===== src/rtl/health_resolver.sv =====
// Owns both players' health: synchronizes landed-hit requests, applies damage
// with invulnerability frames, detects KO and runs the round-restart hold.
module health_resolver #(
  parameter int unsigned MAX_HEALTH    = 15,
  parameter int unsigned PUNCH_DAMAGE  = 3,
  parameter int unsigned CHIP_DAMAGE   = 1,
  parameter int unsigned SHIELD_MIN    = 1,
  parameter int unsigned IFRAME_TICKS  = 2,
  parameter int unsigned KO_HOLD_TICKS = 6
) (
  input  logic       slowed_shield_clk,
  input  logic       reset,
  input  logic       p0_hit_req,
  input  logic       p1_hit_req,
  input  logic       p0_shielding,
  input  logic       p1_shielding,
  input  logic [3:0] p0_shield,
  input  logic [3:0] p1_shield,
  input  logic       round_restart,
  output logic [1:0] hit_ack,
  output logic [3:0] p0_health,
  output logic [3:0] p1_health,
  output logic [1:0] iframe_active,
  output logic       game_over,
  output logic       winner,
  output logic       draw
);

  localparam int unsigned HW  = 4;
  localparam int unsigned IFW = (IFRAME_TICKS < 1) ? 1 : $clog2(IFRAME_TICKS + 1);
  localparam int unsigned KOW = (KO_HOLD_TICKS < 1) ? 1 : $clog2(KO_HOLD_TICKS + 1);

  typedef enum logic {
    FIGHT = 1'b0,
    KO    = 1'b1
  } state_e;

  state_e                 state_q, state_d;
  logic [1:0]             sync1_q, req_s_q;
  logic [1:0]             ack_q, ack_d;
  logic [1:0][HW-1:0]     health_q, health_d;
  logic [1:0][IFW-1:0]    iframe_q, iframe_d;
  logic [1:0]             iframe_act_q;
  logic [KOW-1:0]         ko_cnt_q, ko_cnt_d;
  logic                   game_over_q, game_over_d;
  logic                   winner_q, winner_d;
  logic                   draw_q, draw_d;

  logic [1:0]             shielding_w;
  logic [1:0][HW-1:0]     shield_w;
  logic [1:0]             hit_take;

  assign shielding_w = {p1_shielding, p0_shielding};
  assign shield_w    = {p1_shield, p0_shield};
  // A hit is consumed on the first synchronized-high edge of each request.
  assign hit_take    = req_s_q & ~ack_q;

  function automatic logic [HW-1:0] hit_damage(input logic shielding,
                                               input logic [HW-1:0] level);
    if (shielding && (level >= HW'(SHIELD_MIN))) begin
      return HW'(CHIP_DAMAGE);
    end
    return HW'(PUNCH_DAMAGE);
  endfunction

  function automatic logic [HW-1:0] sat_sub(input logic [HW-1:0] a,
                                            input logic [HW-1:0] b);
    return (a > b) ? (a - b) : '0;
  endfunction

  // Next-state: handshake, damage, iframes, then round FSM.
  always_comb begin
    state_d     = state_q;
    ack_d       = req_s_q;
    health_d    = health_q;
    iframe_d    = iframe_q;
    ko_cnt_d    = ko_cnt_q;
    game_over_d = game_over_q;
    winner_d    = winner_q;
    draw_d      = draw_q;

    for (int i = 0; i < 2; i++) begin
      if (iframe_q[i] != '0) begin
        iframe_d[i] = iframe_q[i] - IFW'(1);
      end
      // Blocked hits (iframe or KO) are still acked so requesters never stall.
      if (hit_take[i] && (state_q == FIGHT) && (iframe_q[i] == '0)) begin
        health_d[i] = sat_sub(health_q[i], hit_damage(shielding_w[i], shield_w[i]));
        if (hit_damage(shielding_w[i], shield_w[i]) != '0) begin
          iframe_d[i] = IFW'(IFRAME_TICKS);
        end
      end
    end

    case (state_q)
      FIGHT: begin
        if ((health_d[0] == '0) || (health_d[1] == '0)) begin
          state_d     = KO;
          game_over_d = 1'b1;
          draw_d      = (health_d[0] == '0) && (health_d[1] == '0);
          winner_d    = (health_d[0] == '0) && (health_d[1] != '0);
          ko_cnt_d    = KOW'(KO_HOLD_TICKS);
        end
      end
      KO: begin
        if (ko_cnt_q != '0) begin
          ko_cnt_d = ko_cnt_q - KOW'(1);
        end else if (round_restart) begin
          state_d     = FIGHT;
          health_d    = {HW'(MAX_HEALTH), HW'(MAX_HEALTH)};
          iframe_d    = '0;
          game_over_d = 1'b0;
          winner_d    = 1'b0;
          draw_d      = 1'b0;
        end
      end
      default: begin
        state_d = FIGHT;
      end
    endcase
  end

  // State registers; synchronous active-low reset.
  always_ff @(posedge slowed_shield_clk) begin
    if (!reset) begin
      state_q      <= FIGHT;
      sync1_q      <= '0;
      req_s_q      <= '0;
      ack_q        <= '0;
      health_q     <= {HW'(MAX_HEALTH), HW'(MAX_HEALTH)};
      iframe_q     <= '0;
      iframe_act_q <= '0;
      ko_cnt_q     <= '0;
      game_over_q  <= 1'b0;
      winner_q     <= 1'b0;
      draw_q       <= 1'b0;
    end else begin
      state_q      <= state_d;
      sync1_q      <= {p1_hit_req, p0_hit_req};
      req_s_q      <= sync1_q;
      ack_q        <= ack_d;
      health_q     <= health_d;
      iframe_q     <= iframe_d;
      iframe_act_q <= {iframe_d[1] != '0, iframe_d[0] != '0};
      ko_cnt_q     <= ko_cnt_d;
      game_over_q  <= game_over_d;
      winner_q     <= winner_d;
      draw_q       <= draw_d;
    end
  end

  assign hit_ack       = ack_q;
  assign p0_health     = health_q[0];
  assign p1_health     = health_q[1];
  assign iframe_active = iframe_act_q;
  assign game_over     = game_over_q;
  assign winner        = winner_q;
  assign draw          = draw_q;

endmodule


===== config.mk =====
export PLATFORM = sky130hd
export DESIGN_NAME = health_resolver
export DESIGN_NICKNAME = d
export VERILOG_FILES = /design/src/rtl/health_resolver.sv
export SDC_FILE = /design/constraint.sdc
export NUM_CORES = 1
export LEC_CHECK = 0
export CAP_MARGIN = 0
export CORE_MARGIN = 2
export CORE_UTILIZATION = 49
export DETAILED_ROUTE_END_ITERATION = 16
export PLACE_DENSITY = 0.78
export SLEW_MARGIN = 10
export SYNTH_ARGS = -nofsm -noshare
export SYNTH_HDL_FRONTEND = slang
export SYNTH_SLANG_ARGS = --single-unit

===== constraint.sdc =====
create_clock -name slowed_shield_clk -period 2.5 [get_ports slowed_shield_clk]
set_input_delay 0.25 -clock slowed_shield_clk [delete_from_list [all_inputs] [get_ports slowed_shield_clk]]
set_output_delay 0.25 -clock slowed_shield_clk [all_outputs]
set_load 0.005 [all_outputs]

==> results.sh <==
export IMPL_drv_cap=0
export IMPL_fp_dieW_um=56.3
export IMPL_gp_congestion=0.796
export IMPL_holdBufCountCts=0
export IMPL_clk_path_buf_depth=2
export IMPL_wl_per_cell_um=13.9
export IMPL_postSynthCellCount=145
export IMPL_port_buffers=29
export IMPL_antenna_cells=0
export IMPL_synth_edf_count=0
export IMPL_dp_hpwl_mm=2.17
export IMPL_clk_pin_slew_ns=0.14
export IMPL_vias_per_cell=5.54
export IMPL_drt_antenna_violating_nets=0
export IMPL_drc=0
export IMPL_nNetsFinal=209
export IMPL_cp_data_arrival_time_ns=2.63
export IMPL_r2r_slack_ns=0.22
export IMPL_p_total_uw=769
export IMPL_worstMarginPinSlew_ns=0.707
export IMPL_clock_sinks=27
export IMPL_grt_usage=0.184
export IMPL_final_hold_viol_count=0
export IMPL_regArea_um2=541
export IMPL_antenna_found_initial=0
export IMPL_run_status="finished, final reports clean"
export IMPL_cp_slowest_cell="o41a_1"
export IMPL_finalSetupViolCount=0
export IMPL_drtPass1Iterations=4
export IMPL_fp_dieArea_um2=3170
export IMPL_drive_above_1_share=0.178
export IMPL_r2r_cells=8
export IMPL_grt_max_degree=16
export IMPL_critPathMaxStageDelay_ns=0.45
export IMPL_dp_slack_ns=-0.409
export IMPL_crit_buf_inv=1
export IMPL_cts_root_buf="clkbuf_4"
export IMPL_hp_start="sync1_q[0]$_SDFF_PN0_"
export IMPL_synth_seq_cells=27
export IMPL_io_pins=30
export IMPL_htree_levels=1
export IMPL_fin_crit_ns=2.41
export IMPL_grt_overflow=0
export IMPL_critPathLaunchType="primary input"
export IMPL_startpoint="p0_shield[1]"
export IMPL_cts_tree="built"
export IMPL_netlist_area_um2=1340
export IMPL_num_vias=1192
export IMPL_clock_skew_final_ns=0.00642
export IMPL_power_density_nw_per_um2=419
export IMPL_cts_inserted_buffers=3
export IMPL_design_core_area_um2=2540
export IMPL_maxSlewViolCount=0
export IMPL_final_cells=215
export IMPL_synth_cell_types=43
export IMPL_timing_final_crit_share=0.962
export IMPL_max_slew_margin=0.525
export IMPL_cp_end_kind="flop"
export IMPL_synth_flop_cell="dfxtp_1"
export IMPL_p_leak_nw=0.766
export IMPL_timing_fmax_mhz=416
export IMPL_multi_input_area_um2=817
export IMPL_postSynthAreaPerCell_um2=9.24
export IMPL_areaGrowthSynthToFinish_pct=37.0
export IMPL_grt_pass1_vias=1146
export IMPL_fp_dieH_um=56.3
export IMPL_cp_endpoint="ko_cnt_q[2]$_SDFFE_PN0P_"
export IMPL_fillers=208
export IMPL_hold_class="flop to flop"
export IMPL_ir_drop_uv=295
export IMPL_rr_endpoint="ko_cnt_q[2]$_SDFFE_PN0P_"
export IMPL_path_depth=10
export IMPL_async_flop_share=0
export IMPL_whs_ns=0.452
export IMPL_seq_area_frac_synth=0.403
export IMPL_r2r_start="p0_health[0]$_SDFF_PN1_"
export IMPL_cp_max_fo=5
export IMPL_yosys_warnings=0
export IMPL_syn_nets=168
export IMPL_layout_setup_ws_ns=0.0948
export IMPL_routed_wl_mm=2.98
export IMPL_worstPathRequired_ns=2.73
export IMPL_grt_setup_unrepaired="no"
export IMPL_crit_chain="clkdlybuf4s50_1 > o41a_1 > ha_1 > ha_4 > nor2_2 > o31ai_2 > mux2_4 > o211ai_4 > nand3_2 > o221a_2"
export IMPL_dp_cells=208
export IMPL_critPathTopFamily="compound AO/OA/AOI/OAI gates"
export IMPL_grt_pass1_wl_mm=4.80
export IMPL_drtIter0Drc=38
export IMPL_clock_latency_ns=0.32
export IMPL_num_rows=18
export IMPL_start_util=0.527
export IMPL_crit_type="primary input to flop"
## timing repair
| action | 4_1_cts | 5_1_grt |
|---|---|---|
| pin swaps | 1 | 13 |
| buffers inserted | 1 | 2 |
| setup endpoints to repair | 2 | 5 |
| cloned | 0 | 0 |
| gates resized for setup | 1 | 18 |
## where the power goes
part	internal, mW	leakage (nW)	switching (mW)
logic	0.0711	0.528	0.0565
clock network	0.0599	0.0177	0.129
registers	0.441	0.220	0.0117
total	0.572	0.766	0.197
## routing by layer
layer | up-vias | GRT usage | wire length (um)
li1 | 604 | - | -
met1 | 555 | 0.224 | 1280
met2 | 29 | 0.334 | 1550
met3 | 4 | 0.0253 | 113
met4 | 0 | 0.0578 | 37
met5 | - | 0 | 0
## placed cells by master, fill, tap and decap left out, types with 4 or more instances in the layout
cell	synthesis	final
clkdlybuf4s50_1	0	25
dfxtp_1	27	27
ha_1	6	4
inv_1	9	9
nor3_1	5	4
nand3_1	5	4
and2_1	7	7
a21oi_1	10	10
dlymetal6s2s_1	0	4
nor2_1	11	10
buf_4	0	9
nand2_1	15	15
## Yosys cell counts (2+ instances only)
cell	instances	area, um^2
nand3_1	5	25.0
o211a_1	2	20.0
a21oi_1	10	50.1
nor3b_1	3	22.5
or4_1	2	15.0
fa_1	2	40.0
nand4_1	3	18.8
nand2b_1	3	18.8
nor3_1	5	25.0
o41a_1	2	22.5
inv_1	9	33.8
a31oi_1	3	18.8
dfxtp_1	27	541
ha_1	6	75.1
and2_1	7	43.8
buf_6	2	22.5
mux2i_1	2	20.0
nor2b_1	2	12.5
nor2_1	11	41.3
o21ai_0	2	10.0
nand2_1	15	56.3
## cells by family (layout without fill, tap and decap cells)
group           Yosys count  after routing  synth area share
mux                       3              3            0.0233
buf+inv                  12             52            0.0448
xor+xnor                  1              1           0.00654
simple gates             64             64             0.260
fa+ha+maj                 8              8            0.0859
compound gates           30             30             0.176
flops                    27             27             0.403
## flip-flops by register name, indices dropped and copies added, names as in the netlist, 2 cells and up
signal         flops
ack_d              2
hit_ack            2
iframe_active      2
iframe_q           4
ko_cnt_q           3
p0_health          4
p1_health          4
sync1_q            2
## worst min-delay path by stage
| stage | end | slack, ns | depth (start not counted) |
|---|---|---|---|
| 5_1_grt | ack_d[0]$_SDFF_PN0_ | 0.47 | 1 |
| 4_1_cts | ack_d[0]$_SDFF_PN0_ | 0.45 | 1 |
| 3_5_place_dp | ack_d[0]$_SDFF_PN0_ | 0.42 | 1 |
| 2_1_floorplan | game_over$_SDFFE_PN0P_ | 0.38 | 1 |
| 6_report | ack_d[0]$_SDFF_PN0_ | 0.45 | 1 |
| 3_3_place_gp | ack_d[0]$_SDFF_PN0_ | 0.42 | 1 |
## cell type report
| class | instances | area share |
|---|---|---|
| flip-flops and latches | 27 | 0.294 |
| inverters | 9 | 0.0184 |
| repair buffers | 39 | 0.207 |
| clock inverters | 1 | 0.00273 |
| multi-input cells | 106 | 0.445 |
| well taps | 30 | 0.0204 |
| clock buffers | 3 | 0.0123 |
## metrics by stage
step / setup TNS [ns] / cell area (um^2) / utilization
global placement: -1.33 / 1690 / 0.666
detailed placement: -2.20 / 1690 / 0.666
floorplan: 0 / 1340 / -
finish: 0 / 1840 / 0.721
CTS: 0 / 1730 / 0.681
global route: 0 / 1840 / 0.721
## worst reg2reg max path: stages (launching register included)
cell      delay [ns]
dfxtp_1         0.53
inv_1           0.12
fa_1            0.52
nor2_2          0.15
o31ai_2         0.08
mux2_4          0.29
o211ai_4        0.10
nand3_2         0.14
o221a_2         0.25
Power figures use the tool's default switching activity.
